$ cat config.mk
export PLATFORM = sky130hd
export DESIGN_NAME = mem_port_arbiter
export DESIGN_NICKNAME = d
export VERILOG_FILES = /design/src/rtl/mem_port_arbiter_pkg.sv /design/src/rtl/mem_port_arbiter.sv
export SDC_FILE = /design/constraint.sdc
export NUM_CORES = 1
export LEC_CHECK = 0
export ABC_AREA = 1
export CORE_AREA = 3 3 243 245
export DETAILED_ROUTE_END_ITERATION = 7
export DIE_AREA = 0 0 246 248
export MAX_ROUTING_LAYER = met4
export PLACE_DENSITY = 0.49
export SLEW_MARGIN = 30
export SYNTH_ARGS = -nofsm -noshare
export SYNTH_HDL_FRONTEND = slang
export SYNTH_SLANG_ARGS = --single-unit
$ cat constraint.sdc
create_clock -name clk -period 1.4 [get_ports clk]
set_clock_uncertainty 0.05 [all_clocks]
set_input_delay 0.14 -clock clk [delete_from_list [all_inputs] [get_ports clk]]
set_output_delay 0.14 -clock clk [all_outputs]
set_load 0.02 [all_outputs]
$ cat src/rtl/mem_port_arbiter_pkg.sv
// mem_port_arbiter_pkg: shared bus widths, FSM state and owner encodings
package mem_port_arbiter_pkg;

    localparam int ADDR_BUS = 64;
    localparam int DATA_BUS = 64;
    localparam int INST_BUS = 32;

    localparam logic [1:0] ST_IDLE = 2'd0;
    localparam logic [1:0] ST_REQ  = 2'd1;
    localparam logic [1:0] ST_WAIT = 2'd2;

    localparam logic OWN_IF = 1'b0;
    localparam logic OWN_D  = 1'b1;

endpackage

$ cat src/rtl/mem_port_arbiter.sv
// mem_port_arbiter: shares the single memory port between instruction fetch and load/store
module mem_port_arbiter
    import mem_port_arbiter_pkg::*;
#(
    parameter int ADDR_W = ADDR_BUS,
    parameter int DATA_W = DATA_BUS,
    parameter int INST_W = INST_BUS
) (
    input  logic              clk,
    input  logic              rst,
    input  logic              if_req,
    input  logic [ADDR_W-1:0] if_addr,
    input  logic              if_flush,
    output logic              if_done,
    output logic [INST_W-1:0] if_inst,
    output logic              if_busy,
    input  logic              d_req,
    input  logic              d_we,
    input  logic [ADDR_W-1:0] d_addr,
    input  logic [DATA_W-1:0] d_wdata,
    input  logic [DATA_W-1:0] d_wmask,
    output logic              d_done,
    output logic [DATA_W-1:0] d_rdata,
    output logic              d_busy,
    output logic              mem_req_valid,
    input  logic              mem_req_ready,
    output logic              mem_req_we,
    output logic [ADDR_W-1:0] mem_req_addr,
    output logic [DATA_W-1:0] mem_req_wdata,
    output logic [DATA_W-1:0] mem_req_wmask,
    input  logic              mem_rsp_valid,
    input  logic [DATA_W-1:0] mem_rsp_rdata
);

    logic [1:0]        r_state;
    logic              r_own;
    logic              r_drop;
    logic              r_last_d;
    logic              r_we;
    logic [ADDR_W-1:0] r_addr;
    logic [DATA_W-1:0] r_wdata;
    logic [DATA_W-1:0] r_wmask;
    logic              r_if_done;
    logic              r_d_done;
    logic [INST_W-1:0] r_if_inst;
    logic [DATA_W-1:0] r_d_rdata;

    logic              w_gnt;
    logic              w_gnt_d;
    logic              w_flush_if;
    logic              w_rsp;
    logic              w_ret_if;
    logic              w_ret_d;
    logic [INST_W-1:0] w_inst;

    // A requester whose done is pulsing this cycle is not eligible, so a
    // request still held during its own done cycle is never granted twice.
    assign if_busy    = if_req & ~r_if_done & ~if_flush;
    assign d_busy     = d_req & ~r_d_done;
    assign w_gnt      = (r_state == ST_IDLE) & (if_busy | d_busy);
    assign w_gnt_d    = d_busy & ~(if_busy & r_last_d);
    assign w_flush_if = if_flush & (r_own == OWN_IF) & (r_state != ST_IDLE);
    assign w_rsp      = (r_state == ST_WAIT) & mem_rsp_valid;
    assign w_ret_if   = w_rsp & (r_own == OWN_IF) & ~r_drop & ~if_flush;
    assign w_ret_d    = w_rsp & (r_own == OWN_D);
    assign w_inst     = r_addr[2] ? mem_rsp_rdata[2*INST_W-1:INST_W] : mem_rsp_rdata[INST_W-1:0];

    assign mem_req_valid = (r_state == ST_REQ);
    assign mem_req_we    = r_we;
    assign mem_req_addr  = r_addr;
    assign mem_req_wdata = r_wdata;
    assign mem_req_wmask = r_wmask;
    assign if_done       = r_if_done;
    assign if_inst       = r_if_inst;
    assign d_done        = r_d_done;
    assign d_rdata       = r_d_rdata;

    // Transaction FSM: grant and latch in IDLE, hold the request until accepted, await the response
    always_ff @(posedge clk) begin
        if (rst) begin
            r_state  <= ST_IDLE;
            r_own    <= OWN_IF;
            r_drop   <= 1'b0;
            r_last_d <= 1'b0;
            r_we     <= 1'b0;
            r_addr   <= '0;
            r_wdata  <= '0;
            r_wmask  <= '0;
        end else begin
            if (w_gnt) begin
                r_state  <= ST_REQ;
                r_own    <= w_gnt_d ? OWN_D : OWN_IF;
                r_last_d <= w_gnt_d;
                r_we     <= w_gnt_d & d_we;
                r_addr   <= w_gnt_d ? d_addr : if_addr;
                r_wdata  <= w_gnt_d ? d_wdata : '0;
                r_wmask  <= w_gnt_d ? d_wmask : '0;
            end
            if ((r_state == ST_REQ) && mem_req_ready)
                r_state <= ST_WAIT;
            if (w_rsp)
                r_state <= ST_IDLE;
            r_drop <= w_rsp ? 1'b0 : (r_drop | w_flush_if);
        end
    end

    // Response register: one-cycle done pulses, data held between pulses
    always_ff @(posedge clk) begin
        if (rst) begin
            r_if_done <= 1'b0;
            r_d_done  <= 1'b0;
            r_if_inst <= '0;
            r_d_rdata <= '0;
        end else begin
            r_if_done <= w_ret_if;
            r_d_done  <= w_ret_d;
            if (w_ret_if)
                r_if_inst <= w_inst;
            if (w_ret_d)
                r_d_rdata <= mem_rsp_rdata;
        end
    end

endmodule

# [After elaboration in Yosys (flattened, before gate mapping)]
# Cells that the tools add are included.
[totals] regBits=296 inputBits=328 out_inout_bits=294
[op_classes] eq_ne=2 n_mux=7 n_bitwise=22 reduce_logical=6
[ops] operator="$mux W64" n=3
[ops] operator="$mux W32" n=1
[ops] operator="$and A1 B1 Y1" n=14
[ops] operator="$not A1 Y1" n=6
[ops] operator="$mux W2" n=2
[ops] operator="$reduce_bool A2 Y1" n=2
[ops] operator="$reduce_or A3 Y1" n=1
[ops] operator="$eq A2 B1 Y1 const B" n=1
[ops] operator="$eq A2 B2 Y1 const B" n=1
[ops] operator="$logic_not A2 Y1" n=1
[ops] operator="$or A1 B1 Y1" n=2
[ops] operator="$reduce_or A2 Y1" n=1
[ops] operator="$logic_and A1 B1 Y1" n=1
[ops] operator="$mux W1" n=1

# [Longest topological paths before layout]
# Gate-level depths: netlist of run 1.
[logic_depth] depth_word=7 mapped_depth=9

# [Worst setup path before layout of run 1]
# OpenSTA, ideal clock, no wires.
[synth_path] kind="register to register" from="reg r_d_done (netlist: d_done)" to="reg r_addr[32] (netlist: mem_req_addr[32])" arrival_time_ns=1.270 path_slack_ns=-0.029 stages_incl_launch_ff=10 n_path_buf=2 synth_period_minus_slack_ns=1.429 cell_sequence="dfxtp_1 -> inv_1 -> nand2_1 -> inv_2 -> buf_4 -> clkbuf_1 -> nand3_1 -> nand3_1 -> nand2_1 -> inv_1"
[synth_via] elab_chain_len=4 elab_cells_between_ends=6 classes_between="mux (1); bitwise (5)"
[synth_lines] element="start, declared" line_no="mem_port_arbiter.sv:44" source="logic r_d_done;"
[synth_lines] element="start signal, assigned" line_no="mem_port_arbiter.sv:116" source="r_d_done <= w_ret_d;"
[synth_lines] element="$not A1 Y1 *" line_no="mem_port_arbiter.sv:59" source="assign d_busy = d_req & ~r_d_done;"
[synth_lines] element="$and A1 B1 Y1 *" line_no="mem_port_arbiter.sv:59"
[synth_lines] element="$and A1 B1 Y1 or $or A1 B1 Y1 (tied branches)" line_no="mem_port_arbiter.sv:61, mem_port_arbiter.sv:60"
[synth_lines] element="$mux W64 or $and A1 B1 Y1 (tied branches)" line_no="mem_port_arbiter.sv:95, mem_port_arbiter.sv:60"
[synth_lines] element="end signal, assigned" line_no="mem_port_arbiter.sv:95" source="r_addr <= w_gnt_d ? d_addr : if_addr;"
[synth_lines] element="end, declared" line_no="mem_port_arbiter.sv:40" source="logic [ADDR_W-1:0] r_addr;"
# Mark *: on every way between the ends. The rest lies on a longest branch, timed or not.
# A chain may end at the register's enable or synchronous reset.

# [Worst setup path in the final report of run 1]
[layout_path] from="reg r_if_done (netlist: if_done)" to="reg r_wmask[54] (netlist: mem_req_wmask[54])"
[layout_via] elab_chain_len=7 elab_cells_between_ends=9 classes_between="mux (1); bitwise (8)"
[layout_lines] element="start, declared" line_no="mem_port_arbiter.sv:43" source="logic r_if_done;"
[layout_lines] element="start signal, assigned" line_no="mem_port_arbiter.sv:115" source="r_if_done <= w_ret_if;"
[layout_lines] element="$not A1 Y1 *" line_no="mem_port_arbiter.sv:58" source="assign if_busy = if_req & ~r_if_done & ~if_flush;"
[layout_lines] element="$and A1 B1 Y1 * (2 in series)" line_no="mem_port_arbiter.sv:58"
[layout_lines] element="$and A1 B1 Y1" line_no="mem_port_arbiter.sv:61" source="assign w_gnt_d = d_busy & ~(if_busy & r_last_d);"
[layout_lines] element="$not A1 Y1" line_no="mem_port_arbiter.sv:61"
[layout_lines] element="$and A1 B1 Y1" line_no="mem_port_arbiter.sv:61"
[layout_lines] element="$mux W64" line_no="mem_port_arbiter.sv:97" source="r_wmask <= w_gnt_d ? d_wmask : '0;"
[layout_lines] element="end signal, assigned" line_no="mem_port_arbiter.sv:97"
[layout_lines] element="end, declared" line_no="mem_port_arbiter.sv:42" source="logic [DATA_W-1:0] r_wmask;"
# Marks and branches as above.

==> results.toml, run 1 <==
[outcome]
status = "complete, but fails checks"
violations = "setup timing"

[route]
wl_per_cell_um = 18.9
drt_iter0_markers = 657
num_vias = 15357
finalWirelength_um = 65200
drcViolationCount = 0
antenna_left = 0
vias_per_cell = 4.45
firstDrtPassIters = 4

[grt]
antenna_found_initial = 7
grt_pass1_vias = 14753
grt_max_degree = 98
track_usage_pct = 19.5
grt_pass1_wl_um = 89700
grt_remaining_overflow = 0

[clock_network]
postCtsHoldBufs = 0
clk_latency_ps = 580
cts_buffers = 39
cts.sinks = 295
htreeDepth = 2
clkTransAtPathRegs_ps = 60
tritoncts = "done"
cts-root-buf = "clkbuf_16"
ctsLongestPathBuffers = 3

[worst_setup_path]
cp_cell_sequence = "nor2_4, buf_6, nand3_4, buf_12, clkbuf_16, buf_4, nand3_1, nor2_1, nor2_1, nor2_1"
path_class = "flop to flop"
worstPathRequired_ps = 1760
max_stage_delay_ps = 330
cp.arrival_ps = 1960
worst_path_max_delay_cell = "dfxtp_2"
crit_family = "buffers and inverters"
cp-end-kind = "flop"
path_max_fanout = 9
cpMostUsedCell = "nor2_1"
cp-start-kind = "flop"
cp_num_buf_inv = 4

[cells_and_area]
regArea_mm2 = 0.00592
fin_util_pct = 41.8
fillers = 5893
area_growth_pct = 77.5
drive_above_1_share_pct = 26.3
multiInputGateArea_mm2 = 0.00653
final_common_cell = "nor2_1"
mostFrequentLayoutCells = "371 x nor2_1, 326 x clkdlybuf4s50_1, 322 x inv_1, 289 x dfxtp_1, 278 x a21oi_1"
finalNetCount = 2982

[power_and_ir_drop]
p_leak_nw = 10.3
p_sw_share_pct = 31.1
power_frac_clock_pct = 38.5
seq_power_share_pct = 35.1
p_int_mw = 18.2
pwr_density_cell_mw_per_mm2 = 1100
max-vdd-ir-drop_mv = 1.01
netSwitchingPower_mw = 8.22
finalPower_mw = 26.4
power_frac_comb_pct = 26.4

[timing]
hold_violations = 0
worst_slew_pin_slew_ps = 495
min_period_ps = 1590
slew_headroom_pct = 67.0
period_share_pct = 114
rsz0062_at_grt = "yes"
setup_violations = 247
drv_slew = 0
max_freq_ghz = 0.627
setup_slack_ps = -194

[die]
core_mm2 = 0.0574
initial_utilization_pct = 23.5
rows = 88
die_area_mm2 = 0.0610
die_x_um = 246
die_h_um = 248
io-pin-count = 622

[placed_design]
dp_hpwl_um = 43900
pre_cts_slack_ps = -558
port_buffers = 621
gp_congestion = 0.865

[yosys]
synth_area_mm2 = 0.0135
synth_cell_type_count = 20
synth_cells = 2000
synth-seq-cells = 295
yosys_warnings = 0
yosysSeqAreaShare_pct = 43.8
avgSynthCellArea_um2 = 6.75
syn_nets = 2328

[run]
drv_cap = 0

[hold_path]
hp-class = "input port to flop"
[kinds of logic (layout without fill, tap and decap cells)]
kind of cell	count (synthesis)	after routing	share of synthesized area, %
mux	32	32	2.37
flops	295	295	43.8
compound gates	390	390	14.5
buf+inv	488	1168	14.7
simple gates	795	795	24.7
other cells	0	7	0
[worst register-to-register path, cell delays in order, from the launching register on]
cell and delay, ps:
dfxtp_2 330, nor2_4 120, buf_6 110, nand3_4 60, buf_12 170, clkbuf_16 190
buf_4 150, nand3_1 70, nor2_1 40, nor2_1 90, nor2_1 60
[area by class of cell]
type | count | share of cell area (%)
Sequential cell | 295 | 24.7
Inverter | 328 | 5.21
Tap cell | 765 | 4.00
Timing Repair Buffer | 773 | 33.4
Antenna cell | 7 | 0.0731
Clock inverter | 12 | 0.658
Multi-Input combinational cell | 1217 | 27.3
Clock buffer | 55 | 4.74
[worst paths after layout]
kind / from / endpoint / slack (ps) / cells after the start
setup / recovery: if_done / mem_req_wmask[54] / -190 / 10
hold / removal: rst / mem_req_wdata[26] / 50 / 3
setup reg to reg: if_done / mem_req_wmask[54] / -190 / 10
hold reg to reg: d_rdata[24] / d_rdata[24] / 390 / 2
[sequential cells by signal, indices dropped and copies added (netlist names)]
register,count
mem_req_addr,64
r_drop,1
d_done,1
mem_req_wmask,64
if_inst,32
d_rdata,64
mem_req_we,1
mem_req_wdata,64
r_state,2
if_done,1
r_own,1
[cell usage after synthesis]
master	number	area, um2
nand3_1	259	1300
nor3_1	1	5.00
nand2_2	2	12.5
nand4_1	2	12.5
o21ai_0	90	450
buf_4	16	120
a21oi_1	293	1470
inv_1	326	1220
nor2_1	393	1480
dfxtp_1	295	5910
o21ai_1	7	35.0
mux2i_1	32	320
nand2_1	135	507
nand3b_1	1	7.51
buf_6	1	11.3
nor2_4	2	22.5
buf_1	6	22.5
inv_2	2	7.51
buf_2	65	325
clkbuf_1	72	270
[power groups by stage]
stage | Combinational [mW] | Sequential (mW) | Clock (mW)
after CTS | 6.65 | 9.27 | 10.5
after floorplan | 2.42 | 10.1 | 0
after detailed placement | 6.46 | 9.45 | 0
after global placement | 6.44 | 9.43 | 0
final | 6.97 | 9.27 | 10.2
after global routing | 7.53 | 9.34 | 10.8
[metal layers]
| metal | wire length (um) | track usage (%) | part of all wire (%) |
|---|---|---|---|
| met3 | 4090 | 4.57 | 6.3 |
| met2 | 32400 | 32.8 | 50 |
| met1 | 26400 | 22.4 | 41 |
| met4 | 2310 | 8.13 | 3.6 |
| met5 | 0 | - | 0 |
[repair_timing]
action / 4_1_cts / 5_1_grt
pin swaps: 40 / 65
buffers inserted: 13 / 14
endpoints found under the setup margin: 514 / 354
cloned: 6 / 25
gates resized for setup: 1209 / 226
[metrics by stage]
stage / TNS [ps] / hold slack, ps / cells / cell area, um2
6_report: -30800 / 50.5 / 3452 / 24000
5_1_grt: -51600 / 60.6 / 3452 / 24000
4_1_cts: -29530 / 26.2 / 3407 / 22400
3_5_place_dp: -106930 / 386 / 3321 / 21200
3_3_place_gp: -100870 / 382 / 3321 / 21200
2_1_floorplan: -236 / 250 / 2000 / 13500
(Power assumes the default switching activity.)
==> run 2: changes to the inputs <==
--- a/config.mk
+++ b/config.mk
@@ -11,7 +11,7 @@
 export DIE_AREA = 0 0 246 248
 export MAX_ROUTING_LAYER = met4
 export PLACE_DENSITY = 0.49
-export SLEW_MARGIN = 30
+export SLEW_MARGIN = 20
 export SYNTH_ARGS = -nofsm -noshare
 export SYNTH_HDL_FRONTEND = slang
 export SYNTH_SLANG_ARGS = --single-unit
==> results of run 2 <==
Same layout as run 1: the final DEF is identical, and so are final timing and power.
==> run 3: changes to the inputs <==
--- a/config.mk
+++ b/config.mk
@@ -5,12 +5,11 @@
 export SDC_FILE = /design/constraint.sdc
 export NUM_CORES = 1
 export LEC_CHECK = 0
-export ABC_AREA = 1
-export CORE_AREA = 3 3 243 245
+export CORE_AREA = 3 3 238 240
 export DETAILED_ROUTE_END_ITERATION = 7
-export DIE_AREA = 0 0 246 248
+export DIE_AREA = 0 0 241 243
 export MAX_ROUTING_LAYER = met4
-export PLACE_DENSITY = 0.49
+export PLACE_DENSITY = 0.47
 export SLEW_MARGIN = 20
 export SYNTH_ARGS = -nofsm -noshare
 export SYNTH_HDL_FRONTEND = slang
==> constraint.sdc (replaced) <==
create_clock -name clk -period 1.3 [get_ports clk]
set_clock_uncertainty 0.05 [all_clocks]
set_input_delay 0.13 -clock clk [delete_from_list [all_inputs] [get_ports clk]]
set_output_delay 0.13 -clock clk [all_outputs]
set_load 0.02 [all_outputs]
==> run 3 against run 2 <==
- the run still ends with setup timing left
- combinational power is 21% lower
- hold slack better by 50 ps
- final area is 17% lower
- final cell count is 19% lower
- non-clock buffer count is 4 lower
- critical path depth is 2 lower
- sequential power is 5.8% higher
- die area is 4.0% lower
- sequential share of layout area is 5.0 points higher
- register-to-register slack worse by 220 ps
- global-route usage is 2.1 points lower
- flip-flop and latch count stayed put
- highest routed layer unchanged
==> results.toml, run 3 <==
[power_and_ir_drop]
power_frac_clock_pct = 39.8
max-vdd-ir-drop_mv = 0.795
p_leak_nw = 8.16
p_int_mw = 18.3
seq_power_share_pct = 38.5
netSwitchingPower_mw = 7.16
power_frac_comb_pct = 21.7
pwr_density_cell_mw_per_mm2 = 1280
finalPower_mw = 25.5
p_sw_share_pct = 28.1

[timing]
slew_headroom_pct = 78.4
rsz0062_at_grt = "yes"
min_period_ps = 1710
fin_tns_setup_ps = -85020
setup_slack_ps = -413
period_share_pct = 132
max_freq_ghz = 0.584
setup_violations = 297
drv_slew = 0
hold_violations = 0
worst_slew_pin_slew_ps = 314

[grt]
grt_max_degree = 49
grt_remaining_overflow = 0
grt_pass1_wl_um = 76600
antenna_found_initial = 3
grt_pass1_vias = 12478
track_usage_pct = 17.5

[yosys]
synthFlopType = "dfxtp_1"
synth-seq-cells = 295
yosysTopAreaCell = "dfxtp_1"
synth-edff-count = 0
synth_top_cell_area_share_pct = 52.7
synth_area_leaders = "dfxtp_1 53%, nand2_1 13%, a21oi_1 8.9%"
synth_area_mm2 = 0.0112
async_flop_share_pct = 0
syn_nets = 1713
synth_cell_type_count = 26
yosys_warnings = 0
synth_cells = 1385
yosysSeqAreaShare_pct = 52.7
synthTopCellsByCount = "388 x nand2_1, 295 x dfxtp_1, 198 x a21oi_1"
yosysMostFrequentCell = "nand2_1"
avgSynthCellArea_um2 = 8.08

[worst_setup_path]
cp.arrival_ps = 2120
cp-start-kind = "flop"
path_max_fanout = 17
cp-end-kind = "flop"
worstPathRequired_ps = 1710
path_class = "flop to flop"

[placed_design]
port_buffers = 621
gp_congestion = 0.815
dp_hpwl_um = 39300

[route]
antenna_left = 0
vias_per_cell = 4.48
num_vias = 12556
drt_iter0_markers = 526
firstDrtPassIters = 6
drcViolationCount = 0
finalWirelength_um = 55300
wl_per_cell_um = 19.8

[outcome]
status = "complete, but fails checks"
violations = "setup timing"

[die]
initial_utilization_pct = 20.4
rows = 86
die_area_mm2 = 0.0586
die_x_um = 241
io-pin-count = 622
die_h_um = 243
core_mm2 = 0.0549

[clock_network]
cts.sinks = 295
htreeDepth = 2
clkTransAtPathRegs_ps = 60
tritoncts = "done"
ctsLongestPathBuffers = 3
clk_latency_ps = 540
cts-root-buf = "clkbuf_16"
cts_buffers = 38

[cells_and_area]
final_common_cell = "nand2_1"
drive_above_1_share_pct = 26.8
fillers = 5773
finalNetCount = 2394
area_growth_pct = 78.2
mostFrequentLayoutCells = "386 x nand2_1, 326 x clkdlybuf4s50_1, 281 x dfxtp_1, 272 x buf_2, 186 x a21oi_1"
fin_util_pct = 36.4

[run]
drv_cap = 0

[hold_path]
hp-class = "input port to flop"
## run 3: cell types whose count changed in the layout (fill, tap and decap cells not counted), moves of 17 or more
cell	previous run	this run
buf_4	36	72
clkdlybuf4s15_2	111	0
a211oi_1	0	23
o21ai_0	63	2
inv_1	322	3
nand2_1	124	386
nand3_1	144	121
nor2_2	20	3
nor2_1	371	96
a21oi_1	278	186
nand3_2	106	7
a311oi_1	0	55
buf_2	177	272
## run 3: layer usage
layer  vias up  routed length (um)  track usage [%]
li1       6102                   -                -
met1      5888               22200             20.0
met2       485               26700             28.8
met3        81                5010             5.95
met4         0                1380             5.36
met5         -                   0                -
## run 3: timing repair
action                                  CTS  global route
cloned                                    2            18
hold buffers                              1             0
endpoints found under the hold margin    13             0
gates resized for setup                1235            78
setup endpoints to repair               585           322
pin swaps                                37            11
buffers inserted                          6             9
## run 3: final cells by class
class / count / area, um2 / share of cell area [%]
timing repair buffer: 769 / 6960 / 34.9
sequential: 295 / 5930 / 29.7
multi-input combinational: 958 / 4980 / 24.9
clock buffer: 59 / 1110 / 5.57
tap: 704 / 881 / 4.41
clock inverter: 7 / 71.3 / 0.357
inverter: 4 / 17.5 / 0.0878
antenna: 4 / 10.0 / 0.0502
## run 3: cells by family (layout without fill, tap and decap cells)
group	count (synthesis)	after routing	share of synthesized area [%]
AO/OA/AOI/OAI	300	300	16.4
AND/OR/NAND/NOR	626	626	22.7
other	0	4	0
flip-flops	295	295	52.7
buffers and inverters	132	839	5.32
multiplexers	32	32	2.86
## run 3: final timing paths
kind	from	endpoint	slack (ps)	cells after the start
worst max-delay path	if_done	mem_req_wdata[0]	-410	8
worst min-delay path	d_wdata[11]	mem_req_wdata[11]	100	3
worst max register to register	if_done	mem_req_wdata[0]	-410	8
worst min register to register	mem_req_wdata[0]	mem_req_wdata[0]	390	2
## run 3: metrics by stage
| step | hold slack [ps] | cells | setup slack [ps] | instance area [um2] |
|---|---|---|---|---|
| after floorplan | 215 | 1385 | -320 | 11400 |
| after global routing | 71.1 | 2799 | -508 | 20000 |
| after CTS | 53.8 | 2769 | -417 | 19100 |
| after detailed placement | 390 | 2694 | -729 | 19100 |
| after global placement | 385 | 2694 | -678 | 19100 |
| final | 100 | 2800 | -413 | 20000 |
## run 3: power by group through the flow
stage          Combinational [mW]  Sequential (mW)  Clock [mW]
2_1_floorplan                1.68             10.5           0
3_3_place_gp                 5.31             10.0           0
3_5_place_dp                 5.33             10.0           0
4_1_cts                      5.08             9.81        10.5
5_1_grt                      5.94             9.86        10.9
6_report                     5.53             9.81        10.2
## run 3: critical path, cell delays in order (launching register included)
cell and delay, ps:
dfxtp_4 340, nor3b_4 200, buf_12 160, o21a_4 180, buf_12 180, buf_12 120, clkbuf_16 160, nand3_1 90
a21oi_1 130
